**src/rtl/uart_cmd_wrapper.sv**
```systemverilog
// UART command front end: receives two-byte commands on RX and transmits
// single-byte responses on TX, both framed 8N1 at BAUD_DIV clocks per bit.
module uart_cmd_wrapper #(
    parameter int BAUD_DIV = 2604
) (
    input  logic        clk,
    input  logic        rst_n,
    input  logic        RX,
    output logic        TX,
    output logic [15:0] cmd,
    output logic        cmd_rdy,
    input  logic        clr_cmd_rdy,
    input  logic [7:0]  resp,
    input  logic        send_resp,
    output logic        resp_sent
);

    localparam int CW = $clog2(BAUD_DIV + 1);
    localparam logic [CW-1:0] RX_FULL   = CW'(BAUD_DIV);
    localparam logic [CW-1:0] RX_HALF   = CW'(BAUD_DIV / 2);
    localparam logic [CW-1:0] TX_RELOAD = CW'(BAUD_DIV - 1);

    typedef enum logic {RX_IDLE, RX_RECV} rx_state_t;
    typedef enum logic {WAIT_HIGH, WAIT_LOW} asm_state_t;
    typedef enum logic {TX_IDLE, TX_XMIT} tx_state_t;

    logic            rx_sync1_q, rx_sync2_q, rx_prev_q;
    rx_state_t       rx_state_q, rx_state_d;
    logic [CW-1:0]   rx_cnt_q, rx_cnt_d;
    logic [3:0]      rx_idx_q, rx_idx_d;
    logic [7:0]      rx_sh_q, rx_sh_d;
    logic            byte_vld_q, byte_vld_d;

    asm_state_t      asm_q, asm_d;
    logic [15:0]     cmd_q, cmd_d;
    logic            cmd_rdy_q, cmd_rdy_d;

    tx_state_t       tx_state_q, tx_state_d;
    logic [CW-1:0]   tx_cnt_q, tx_cnt_d;
    logic [3:0]      tx_idx_q, tx_idx_d;
    logic [8:0]      tx_frame_q, tx_frame_d;
    logic            tx_q, tx_d;
    logic            resp_sent_q, resp_sent_d;

    // rx_prev_q tracks the synchronized line so a start needs a real falling edge
    always_ff @(posedge clk or negedge rst_n) begin
        if (!rst_n) begin
            rx_sync1_q <= 1'b1;
            rx_sync2_q <= 1'b1;
            rx_prev_q  <= 1'b1;
        end else begin
            rx_sync1_q <= RX;
            rx_sync2_q <= rx_sync1_q;
            rx_prev_q  <= rx_sync2_q;
        end
    end

    always_ff @(posedge clk or negedge rst_n) begin
        if (!rst_n) begin
            rx_state_q <= RX_IDLE;
            rx_cnt_q   <= '0;
            rx_idx_q   <= '0;
            byte_vld_q <= 1'b0;
        end else begin
            rx_state_q <= rx_state_d;
            rx_cnt_q   <= rx_cnt_d;
            rx_idx_q   <= rx_idx_d;
            byte_vld_q <= byte_vld_d;
        end
    end

    always_ff @(posedge clk) begin
        rx_sh_q    <= rx_sh_d;
        tx_frame_q <= tx_frame_d;
    end

    always_comb begin
        rx_state_d = rx_state_q;
        rx_cnt_d   = rx_cnt_q;
        rx_idx_d   = rx_idx_q;
        rx_sh_d    = rx_sh_q;
        byte_vld_d = 1'b0;
        case (rx_state_q)
            RX_IDLE: begin
                if (rx_prev_q && !rx_sync2_q) begin
                    rx_state_d = RX_RECV;
                    rx_cnt_d   = RX_HALF;
                    rx_idx_d   = 4'd0;
                end
            end
            RX_RECV: begin
                if (rx_cnt_q == CW'(1)) begin
                    rx_cnt_d = RX_FULL;
                    if (rx_idx_q == 4'd9) begin
                        // stop sample decides whether the byte is delivered
                        byte_vld_d = rx_sync2_q;
                        rx_state_d = RX_IDLE;
                    end else begin
                        if (rx_idx_q != 4'd0) begin
                            rx_sh_d = {rx_sync2_q, rx_sh_q[7:1]};
                        end
                        rx_idx_d = rx_idx_q + 4'd1;
                    end
                end else begin
                    rx_cnt_d = rx_cnt_q - CW'(1);
                end
            end
            default: rx_state_d = RX_IDLE;
        endcase
    end

    always_ff @(posedge clk or negedge rst_n) begin
        if (!rst_n) begin
            asm_q     <= WAIT_HIGH;
            cmd_q     <= 16'h0000;
            cmd_rdy_q <= 1'b0;
        end else begin
            asm_q     <= asm_d;
            cmd_q     <= cmd_d;
            cmd_rdy_q <= cmd_rdy_d;
        end
    end

    // a completing low byte overrides a simultaneous clear
    always_comb begin
        asm_d     = asm_q;
        cmd_d     = cmd_q;
        cmd_rdy_d = cmd_rdy_q;
        if (clr_cmd_rdy) begin
            cmd_rdy_d = 1'b0;
        end
        if (byte_vld_q) begin
            case (asm_q)
                WAIT_HIGH: begin
                    cmd_d[15:8] = rx_sh_q;
                    cmd_rdy_d   = 1'b0;
                    asm_d       = WAIT_LOW;
                end
                WAIT_LOW: begin
                    cmd_d[7:0] = rx_sh_q;
                    cmd_rdy_d  = 1'b1;
                    asm_d      = WAIT_HIGH;
                end
                default: asm_d = WAIT_HIGH;
            endcase
        end
    end

    always_ff @(posedge clk or negedge rst_n) begin
        if (!rst_n) begin
            tx_state_q  <= TX_IDLE;
            tx_cnt_q    <= '0;
            tx_idx_q    <= '0;
            tx_q        <= 1'b1;
            resp_sent_q <= 1'b0;
        end else begin
            tx_state_q  <= tx_state_d;
            tx_cnt_q    <= tx_cnt_d;
            tx_idx_q    <= tx_idx_d;
            tx_q        <= tx_d;
            resp_sent_q <= resp_sent_d;
        end
    end

    // tx_frame_q holds the bits still to go out after the one on TX, LSB next
    always_comb begin
        tx_state_d  = tx_state_q;
        tx_cnt_d    = tx_cnt_q;
        tx_idx_d    = tx_idx_q;
        tx_frame_d  = tx_frame_q;
        tx_d        = tx_q;
        resp_sent_d = resp_sent_q;
        case (tx_state_q)
            TX_IDLE: begin
                tx_d = 1'b1;
                if (send_resp) begin
                    tx_frame_d  = {1'b1, resp};
                    tx_d        = 1'b0;
                    tx_cnt_d    = TX_RELOAD;
                    tx_idx_d    = 4'd0;
                    resp_sent_d = 1'b0;
                    tx_state_d  = TX_XMIT;
                end
            end
            TX_XMIT: begin
                if (tx_cnt_q == '0) begin
                    if (tx_idx_q == 4'd9) begin
                        tx_d        = 1'b1;
                        resp_sent_d = 1'b1;
                        tx_state_d  = TX_IDLE;
                    end else begin
                        tx_d       = tx_frame_q[0];
                        tx_frame_d = {1'b1, tx_frame_q[8:1]};
                        tx_idx_d   = tx_idx_q + 4'd1;
                        tx_cnt_d   = TX_RELOAD;
                    end
                end else begin
                    tx_cnt_d = tx_cnt_q - CW'(1);
                end
            end
            default: tx_state_d = TX_IDLE;
        endcase
    end

    assign TX        = tx_q;
    assign cmd       = cmd_q;
    assign cmd_rdy   = cmd_rdy_q;
    assign resp_sent = resp_sent_q;

endmodule

```
**config.mk**
```make
export PLATFORM = sky130hd
export DESIGN_NAME = uart_cmd_wrapper
export DESIGN_NICKNAME = d
export VERILOG_FILES = /design/src/rtl/uart_cmd_wrapper.sv
export SDC_FILE = /design/constraint.sdc
export NUM_CORES = 1
export LEC_CHECK = 0
export BUFFER_PORTS_ARGS = -buffer_cell sky130_fd_sc_hd__clkbuf_2
export CORE_UTILIZATION = 45
export DETAILED_ROUTE_END_ITERATION = 16
export PLACE_DENSITY = 0.77
export SYNTH_ARGS = -nofsm -noshare
export SYNTH_HDL_FRONTEND = slang
export SYNTH_SLANG_ARGS = --single-unit
```
**constraint.sdc**
```tcl
create_clock -name clk -period 2.5 [get_ports clk]
set_clock_uncertainty 0.05 [all_clocks]
set_input_delay 0.375 -clock clk [delete_from_list [all_inputs] [get_ports clk]]
set_output_delay 0.375 -clock clk [all_outputs]
set_load 0.005 [all_outputs]
```
==> impl_metrics.csv <==
group,metric,value,unit
setup_path,crit_slowest_cell,"or3b_2",
logic_synthesis,avgSynthCellArea,11.5,sq um
logic_synthesis,yosysWarnings,0,
timing,hold_violations,0,
logic_synthesis,synth_seq_cells,74,
pwr,p_leak,1.80,nW
floorplan,num_io_pins,32,
finish,drive_above_1_share,0.285,
clock_network,clkSinkCount,74,
logic_synthesis,yosysMostFrequentCell,"dfrtp_1",
route,routedWlPerCell,14.6,um
global_routing,grt_usage,0.180,
clock_network,clock_tree.root_cell,"clkbuf_8",
logic_synthesis,yosysSeqAreaShare,0.555,
logic_synthesis,synth_edf_count,16,
setup_path,r2r_end,"tx_frame_q[6]",
route,drt_iter0_markers,116,
placed_design,portBuffers,31,
setup_path,reg2reg_slack,0.14,ns
floorplan,die_h,90.1,um
clock_network,cts_max_level,3,
hold_path,hold_end,"rx_sync1_q",
run,cap_violations,0,
timing,fin_setup_tns,0,ns
status,status,"finished clean",
logic_synthesis,synthTopCellsByCount,"dfrtp_1 (54), mux2_2 (24), nand2_1 (23)",
route,ant_nets,0,
pwr,ir_drop,0.443,mV
route,wl,6650,um
logic_synthesis,synth_cells,304,
setup_path,crit_type,"reg -> reg",
logic_synthesis,synthArstFlopShare,0.784,
timing,min_period_over_period,0.945,
clock_network,insertion_delay,0.36,ns
setup_path,crit_fanout,16,
route,vias,2531,
logic_synthesis,syn_nets,326,
finish,fillers,628,
logic_synthesis,synth_area,3490,sq um
setup_path,worstPathArrival,2.32,ns
setup_path,worstSetupStartpointType,"register",
hold_path,hold_path_class,"in -> reg",
placed_design,gp_congestion,0.831,
timing,rsz0062_at_grt,"no",
timing,fmax,0.423,GHz
clock_network,clk_pin_slew,0.09,ns
hold_path,min_path_cells,1,
timing,fin_hold_ws,0.0509,ns
finish,area_growth_syn_to_layout,16.9,%
placed_design,place_hpwl,4610,um
timing,setup_viol,0,
hold_path,min-delay-start,"RX",
clock_network,clock_tree.buffer_depth,2,
timing,drv_slew,0,
clock_network,cts_tree,"done",
timing,relSlewSlack,0.500,
finish,finish.utilization,0.554,
setup_path,cp_data_required_time,2.46,ns
logic_synthesis,netlist.area_leader.share,0.387,
finish,final_net_count,372,
floorplan,initial_core_util,0.474,
logic_synthesis,synth_area_leaders,"dfrtp_1 (39%), edfxtp_1 (14%), mux2_2 (7.7%), ha_1 (3.2%), dfstp_2 (3.0%)",
global_routing,grt_antenna_before_repair,0,
floorplan,die_w,90.1,um
floorplan,core,7370,sq um
global_routing,grt_pass1_vias,2509,
setup_path,reg2reg_from,"tx_cnt_q[0]",
global_routing,grt_pass1_wl,11700,um
pwr,power_density,852,nW/um^2
clock_network,cts_buffers,9,
route,drtPass1Iterations,5,
global_routing,grt_max_degree,39,
route,vias_per_cell,5.57,
timing,min_period,2.36,ns
setup_path,crit_path_max_incr_delay,0.49,ns
logic_synthesis,ys_dominant_reg_cell,"dfrtp_1",
logic_synthesis,synth.largest_area_cell,"dfrtp_1",
global_routing,grt_remaining_overflow,0,
timing,tightest_slew,0.749,ns
setup_path,cp_cell_sequence,"inv_1, ha_1, or3b_2, o41ai_4, nand3_1, clkinv_1",
route,drc_errors,0,
setup_path,rr_worst_depth,6,
floorplan,rows,31,
floorplan,die-area,8120,sq um
finish,antenna_cells,0,
setup_path,crit_path_end_kind,"register",
logic_synthesis,synth_cell_types,54,
clock_network,post-cts-setup-buffers,0,
==> cell type report <==
class	instances	area (sq um)	area share
Inverter	15	56.3	0.0138
Clock buffer	10	149	0.0365
Timing Repair Buffer	44	268	0.0656
Sequential cell	74	1940	0.474
Multi-Input combinational cell	206	1470	0.360
Clock inverter	6	77.6	0.0190
Tap cell	99	124	0.0303
==> sequential cells by signal, indices dropped and copies added (netlist names), 4 cells and up <==
register    cells
rx_sh_q         8
cmd            16
tx_cnt_q       12
rx_cnt_q       12
tx_idx_q        4
rx_idx_q        4
tx_frame_q      8
==> what timing repair did <==
action,CTS,global route
setup endpoints to repair,0,1
resized for setup,0,1
endpoints found under the hold margin,19,0
hold buffers,1,0
==> worst max-delay path, delay by kind of cell (launching register included) <==
family                   cells  cell delay (ns)
AO/OA/AOI/OAI                1             0.24
adder cells (fa/ha/maj)      1             0.18
flip-flops                   1             0.40
AND/OR/NAND/NOR              2             0.68
buffers and inverters        2             0.46
==> through the flow <==
stage / worst slack, ns / std cells / total power, mW / cell area, sq um
after CTS: 0.141 / 454 / 3.50 / 4080
after floorplan: 0.227 / 304 / 2.20 / 3500
after detailed placement: 0.174 / 437 / 2.45 / 3840
after global placement: 0.234 / 437 / 2.39 / 3840
after global routing: 0.0170 / 454 / 3.69 / 4080
final: 0.139 / 454 / 3.48 / 4080
==> worst max path at each step <==
stage / start / to / slack [ns] / depth (start not counted)
finish: tx_cnt_q[0] / tx_frame_q[6] / 0.14 / 6
global route: tx_cnt_q[0] / tx_frame_q[6] / 0.02 / 6
CTS: tx_cnt_q[0] / tx_frame_q[6] / 0.14 / 6
detailed placement: tx_cnt_q[0] / tx_frame_q[6] / 0.17 / 6
global placement: tx_cnt_q[0] / tx_frame_q[7] / 0.23 / 6
floorplan: rx_cnt_q[1] / rx_sh_q[0] / 0.23 / 5
==> routing by layer <==
metal	GRT usage	routed length, um	vias to the layer above
li1	-	-	1226
met1	0.233	3020	1230
met2	0.284	3200	61
met3	0.0431	281	14
met4	0.0847	148	0
met5	0	0	-
==> cells in the final DEF (no fill, tap or decap), types with 4 or more instances in the layout <==
master / instances
clkbuf_2: 31
or3_1: 4
a21oi_1: 10
nor3_1: 9
edfxtp_1: 16
o31ai_1: 6
buf_4: 11
mux2i_1: 4
dfrtp_1: 54
dfstp_2: 4
nand3_1: 13
o21ai_0: 18
mux2_2: 24
nor2_1: 13
nand2_1: 23
nor4_1: 5
a31oi_1: 6
ha_1: 9
nand4_1: 5
inv_1: 14
or4_1: 6
clkbuf_8: 9
==> where the power goes <==
| group | switching, mW | total, mW | internal [mW] |
|---|---|---|---|
| registers | 0.279 | 1.72 | 1.44 |
| clock network | 0.495 | 1.04 | 0.542 |
| logic | 0.378 | 0.723 | 0.346 |
| total | 1.15 | 3.48 | 2.33 |
==> kinds of logic (layout without fill, tap and decap cells) <==
family / after synthesis / in the layout / synth area share
simple gates: 105 / 105 / 0.171
flops: 74 / 74 / 0.555
compound gates: 59 / 59 / 0.114
mux: 28 / 28 / 0.0889
buf+inv: 24 / 75 / 0.0269
fa+ha+maj: 9 / 9 / 0.0322
xor+xnor: 5 / 5 / 0.0125
(Power assumes the default switching activity.)
